==> src/rtl/bcd_gray_arbiter.sv <==
`default_nettype none
// +------------------------------------------------------------------------+
// | bcd_gray_arbiter: two-requester BCD->Gray converter, one-entry output. |
// | Revision: 1.0                                                          |
// +------------------------------------------------------------------------+
module bcd_gray_arbiter #(
  parameter int FAIR = 1
) (
  input  logic       clk,
  input  logic       rst_n,
  input  logic       req0_valid,
  input  logic [3:0] req0_bcd,
  output logic       req0_ready,
  input  logic       req1_valid,
  input  logic [3:0] req1_bcd,
  output logic       req1_ready,
  output logic       out_valid,
  output logic [3:0] out_gray,
  output logic       out_id,
  output logic       out_err,
  input  logic       out_ready,
  output logic [7:0] err_cnt
);

  typedef enum logic [0:0] {EMPTY = 1'b0, FULL = 1'b1} state_t;

  state_t     state_q, state_d;
  logic [3:0] out_gray_q, out_gray_d;
  logic       out_id_q, out_id_d;
  logic       out_err_q, out_err_d;
  logic       last_id_q, last_id_d;
  logic [7:0] err_cnt_q, err_cnt_d;

  logic       can_accept;
  logic       grant;
  logic       accept;
  logic [3:0] sel_bcd;
  logic       sel_err;

  always_comb begin
    // rst_n gates acceptance so no ready leaks out while reset is held
    can_accept = rst_n && ((state_q == EMPTY) || out_ready);
    if (req0_valid && req1_valid) begin
      grant = (FAIR != 0) ? ~last_id_q : 1'b0;
    end else begin
      grant = req1_valid;
    end
    req0_ready = can_accept && req0_valid && !grant;
    req1_ready = can_accept && req1_valid && grant;
    accept     = req0_ready || req1_ready;
    sel_bcd    = grant ? req1_bcd : req0_bcd;
    sel_err    = (sel_bcd > 4'd9);
  end

  always_comb begin
    state_d    = state_q;
    out_gray_d = out_gray_q;
    out_id_d   = out_id_q;
    out_err_d  = out_err_q;
    last_id_d  = last_id_q;
    err_cnt_d  = err_cnt_q;
    if (accept) begin
      state_d   = FULL;
      out_id_d  = grant;
      last_id_d = grant;
      out_err_d = sel_err;
      if (sel_err) begin
        out_gray_d = 4'b0000;
        if (err_cnt_q != 8'hFF) begin
          err_cnt_d = err_cnt_q + 8'd1;
        end
      end else begin
        out_gray_d = {sel_bcd[3], sel_bcd[3] ^ sel_bcd[2],
                      sel_bcd[2] ^ sel_bcd[1], sel_bcd[1] ^ sel_bcd[0]};
      end
    end else if ((state_q == FULL) && out_ready) begin
      state_d = EMPTY;
    end
  end

  always_ff @(posedge clk or negedge rst_n) begin
    if (!rst_n) begin
      state_q    <= EMPTY;
      out_gray_q <= 4'b0000;
      out_id_q   <= 1'b0;
      out_err_q  <= 1'b0;
      last_id_q  <= 1'b1;
      err_cnt_q  <= 8'd0;
    end else begin
      state_q    <= state_d;
      out_gray_q <= out_gray_d;
      out_id_q   <= out_id_d;
      out_err_q  <= out_err_d;
      last_id_q  <= last_id_d;
      err_cnt_q  <= err_cnt_d;
    end
  end

  assign out_valid = (state_q == FULL);
  assign out_gray  = out_gray_q;
  assign out_id    = out_id_q;
  assign out_err   = out_err_q;
  assign err_cnt   = err_cnt_q;

endmodule
`default_nettype wire
==> config.mk <==
export PLATFORM = sky130hd
export DESIGN_NAME = bcd_gray_arbiter
export DESIGN_NICKNAME = d
export VERILOG_FILES = /design/src/rtl/bcd_gray_arbiter.sv
export SDC_FILE = /design/constraint.sdc
export NUM_CORES = 1
export LEC_CHECK = 0
export CAP_MARGIN = 40
export CORE_ASPECT_RATIO = 0.7
export CORE_MARGIN = 3
export CORE_UTILIZATION = 30
export CTS_CLUSTER_DIAMETER = 150
export DETAILED_ROUTE_END_ITERATION = 7
export GPL_TIMING_DRIVEN = 0
export SYNTH_ARGS = -nofsm -noshare
export SYNTH_HDL_FRONTEND = slang
export SYNTH_SLANG_ARGS = --single-unit
==> constraint.sdc <==
create_clock -name clk -period 5.5 [get_ports clk]
set_clock_uncertainty 0.15 [all_clocks]
set_input_delay 0.55 -clock clk [delete_from_list [all_inputs] [get_ports clk]]
set_output_delay 0.55 -clock clk [all_outputs]
set_load 0.005 [all_outputs]
==> summary.md <==
| Metric | Value |
|---|---|
| FF+latch count, synth | `16` |
| Placed Instances | `~150` |
| Die Footprint | `around 3700 µm²` |
| Cts hold-fix bufs | `0` |
| Largest family of logic cells by synthesized area | `simple AND/OR/NAND/NOR gates` |
| HPWL after detailed placement | `roughly 1500 µm` |
| Wire length on met3 | `~78 µm` |
| Hold worst-path end | `out_id$_DFFE_PN0N_` |
| CTS tree | `built` |
| Fin. Hold Viols | `0` |
| CP cell instances | `clkdlybuf4s50_1, a21boi_4, mux2_4, ha_1, nor2b_1, o21ai_2, nor3_2, mux2_4` |
| Synth warn | `0` |
| Die Width | `around 70 µm` |
| Worst flop-to-flop path endpoint | `err_cnt[1]$_DFFE_PN0P_` |
| Post-synthesis sequential area ratio | `0.4409` |
| Post-synth top area cell | `dfrtp_1` |
| Layout Cells excl Fill | `153` |
| Max-slew headroom | `0.6813` |
| Placed cell area | `1261 µm²` |
| M1 WL | `between 800 and 900 µm` |
| Compound-Gate Fraction of Synth Area | `0.1126` |
| Fin Setup TNS | `0 ns` |
| Worst slew pin tran | `approximately 0.48 ns` |
| Placer Congestion | `between 0.8 and 0.9` |
| Core area | `between 2000 and 3000 µm²` |
| Outcome | `complete, no violations` |
| Post-Syn Area per Cell | `10.97 µm²` |
| Syn Nets | `approximately 100` |
| Pwr Density | `roughly 340 nW/µm²` |
| Post-CTS Resized | `0` |
| Max_cap viols | `0` |
| Post-Layout Inst Area | `1316 µm²` |
| R2r startpoint | `last_id_q$_DFFE_PN1N_` |
| Worst setup margin | `between 2 and 2.5 ns` |
| Cell with the most instances after synthesis | `dfrtp_1` |
| Worst-path clk slew | `approximately 0.060 ns` |
| Post-synthesis simple-gate area fraction | `0.2033` |
| Core Util, Final | `0.4630` |
| Worst endpoint required time | `approximately 5.5 ns` |
| Port bufs | `29` |
| Largest net degree at the start of global routing | `17` |
| Max Fclk | `~330 MHz` |
| Die Ht | `around 52 µm` |
| DRT iter0 DRCs | `18` |
| Max clock buf depth | `2` |
| RSZ-0062 raised after global routing | `false` |
| Mux share of post-synthesis cell area | `0.06731` |
| # IOs | `30` |
| Row count | `16` |
| GRT overflow | `0` |
| Ys flop type | `dfrtp_1` |
| Setup bufs post-CTS | `0` |
| Layout cells sized above 1 | `0.1368` |
| CP max stage delay | `roughly 0.58 ns` |
| Total power | `about 0.45 mW` |
| CTS Sinks | `16` |
| Fin Hold WS | `around 0.33 ns` |
| Final-report setup violation count | `0` |
| Critical path type | `input pin to flop` |
| Syn Inst Count | `slightly above 80` |
| ANT cells | `0` |
| Skew-Pair Late Insertion Delay | `about 0.25 ns` |
| Vias per inst | `about 4.7` |
| Buf/Inv on CP | `1` |
| Max Transition Viols Final | `0` |
| Router iterations before antenna repair | `3` |
| WHS Path Cells | `1` |
| DRC Markers | `0` |
| Post-Route WL | `roughly 1900 µm` |
| WL per Instance | `12.48 µm` |
| Share of the synthesized area in the top cell type | `0.4121` |
| Hold crit path type | `flop to flop` |
| Crit Path Max Fanout | `10` |
| Initial antenna violation count | `0` |
| Num CTS Buffers | `3` |
| Critical path startpoint | `req1_valid` |
| Post-synth ARST share | `1.000` |
| CP max stage cell | `clkdlybuf4s50_1` |
| Vias in the first global route | `approximately 660` |
| Final min period | `between 3 and 4 ns` |
| CP most frequent cell | `mux2_4` |
| Via count | `718` |
| Adder-cell share of the synthesized area | `0.06868` |
| Hold_sp | `out_id$_DFFE_PN0N_` |
| Final period util | `0.5496` |
| Synth top cells by count | `dfrtp_1, nand2_1, xor2_1, o21ai_0, ha_1` |
| GR Util All Layers | `0.1120` |
| H-tree depth | `1` |
| Synthesized area | `~900 µm²` |
| First-pass GRT wire length | `about 3200 µm` |
| Main area contributors after synthesis | `dfrtp_1, xor2_1, ha_1, nand2_1, o21ai_0` |
| Clk root buf | `clkbuf_8` |
| Total Nets Final | `around 140` |
| Pre-CTS setup slack | `2.210 ns` |
| Antenna Nets Post-Route | `0` |
| Crit. End Element | `flop` |
| Met2 routed WL | `between 900 and 1000 µm` |
| Area Overhead vs Synth | `44.51%` |
| Type of origin of the critical path | `input pin` |
| Largest delay share family, worst path | `compound AO/OA/AOI/OAI gates` |
| Library cells used by synthesis | `31` |
| Reg-to-reg slack, setup | `3.04 ns` |
| Initial Util | `0.3204` |
| Synth Area in XOR/XNOR | `0.08654` |
| Leakage Power | `just under 0.6 nW` |
| Peak VDD IR | `roughly 0.00019 V` |
| Max Used Layer | `met4` |
| WP data arrival | `3.01 ns` |
| Worst Reg2Reg Path Length in Cells | `7` |
| Post-synth EDFFs | `0` |
[cells in the final DEF (no fill, tap or decap), drive strengths merged, types with 2 or more instances in the layout]
cell type	instances
clkbuf	4
nor4	4
dfrtp	15
clkdlybuf4s50	29
a21oi	2
inv	2
nor3	2
mux2i	2
nand3	4
nor2	3
ha	5
mux2	3
o21ai	7
xor2	8
nand2b	2
nand2	10
and3	3
buf	2
[how the worst max path moves through the flow]
stage,cells past startpoint,to,slack [ns]
final,8,err_cnt[1]$_DFFE_PN0P_,2.48
after global routing,8,err_cnt[1]$_DFFE_PN0P_,2.36
after CTS,8,err_cnt[1]$_DFFE_PN0P_,2.46
after detailed placement,8,err_cnt[1]$_DFFE_PN0P_,2.21
after global placement,5,req0_ready,2.22
after floorplan,7,err_cnt[1]$_DFFE_PN0P_,3.02
[cell type report]
type                            count  area [µm²]
Fill cell                         258        1526
Tap cell                           36       45.04
Sequential cell                    16       401.6
Clock buffer                        4       55.05
Timing Repair Buffer               30       305.3
Multi-Input combinational cell     64       490.5
Inverter                            2       7.507
Buffer                              1       11.26
[report_power, final]
group	internal, mW	leakage [nW]	switching (mW)
logic	0.0969	0.351	0.0593
registers	0.151	0.201	0.0358
clock network	0.0634	0.0288	0.0383
total	0.312	0.580	0.133
[registers in the layout, summed over array words and instances, names as in the netlist]
signal,count
out_id,1
last_id_q,1
out_err,1
out_gray,4
err_cnt,8
out_valid,1
[metal layers]
layer,GRT usage,up-vias
met5,0,-
met4,0.03750,0
met3,0.03668,2
met2,0.1677,13
met1,0.1515,339
li1,-,364
[cell families (layout without fill, tap and decap cells)]
| group | count (synthesis) | in the layout |
|---|---|---|
| simple gates | 32 | 32 |
| flops | 16 | 16 |
| compound gates | 13 | 13 |
| xor+xnor | 9 | 9 |
| fa+ha+maj | 5 | 5 |
| mux | 5 | 5 |
| buf+inv | 3 | 37 |
No activity file was read; power rests on OpenSTA's default activity.
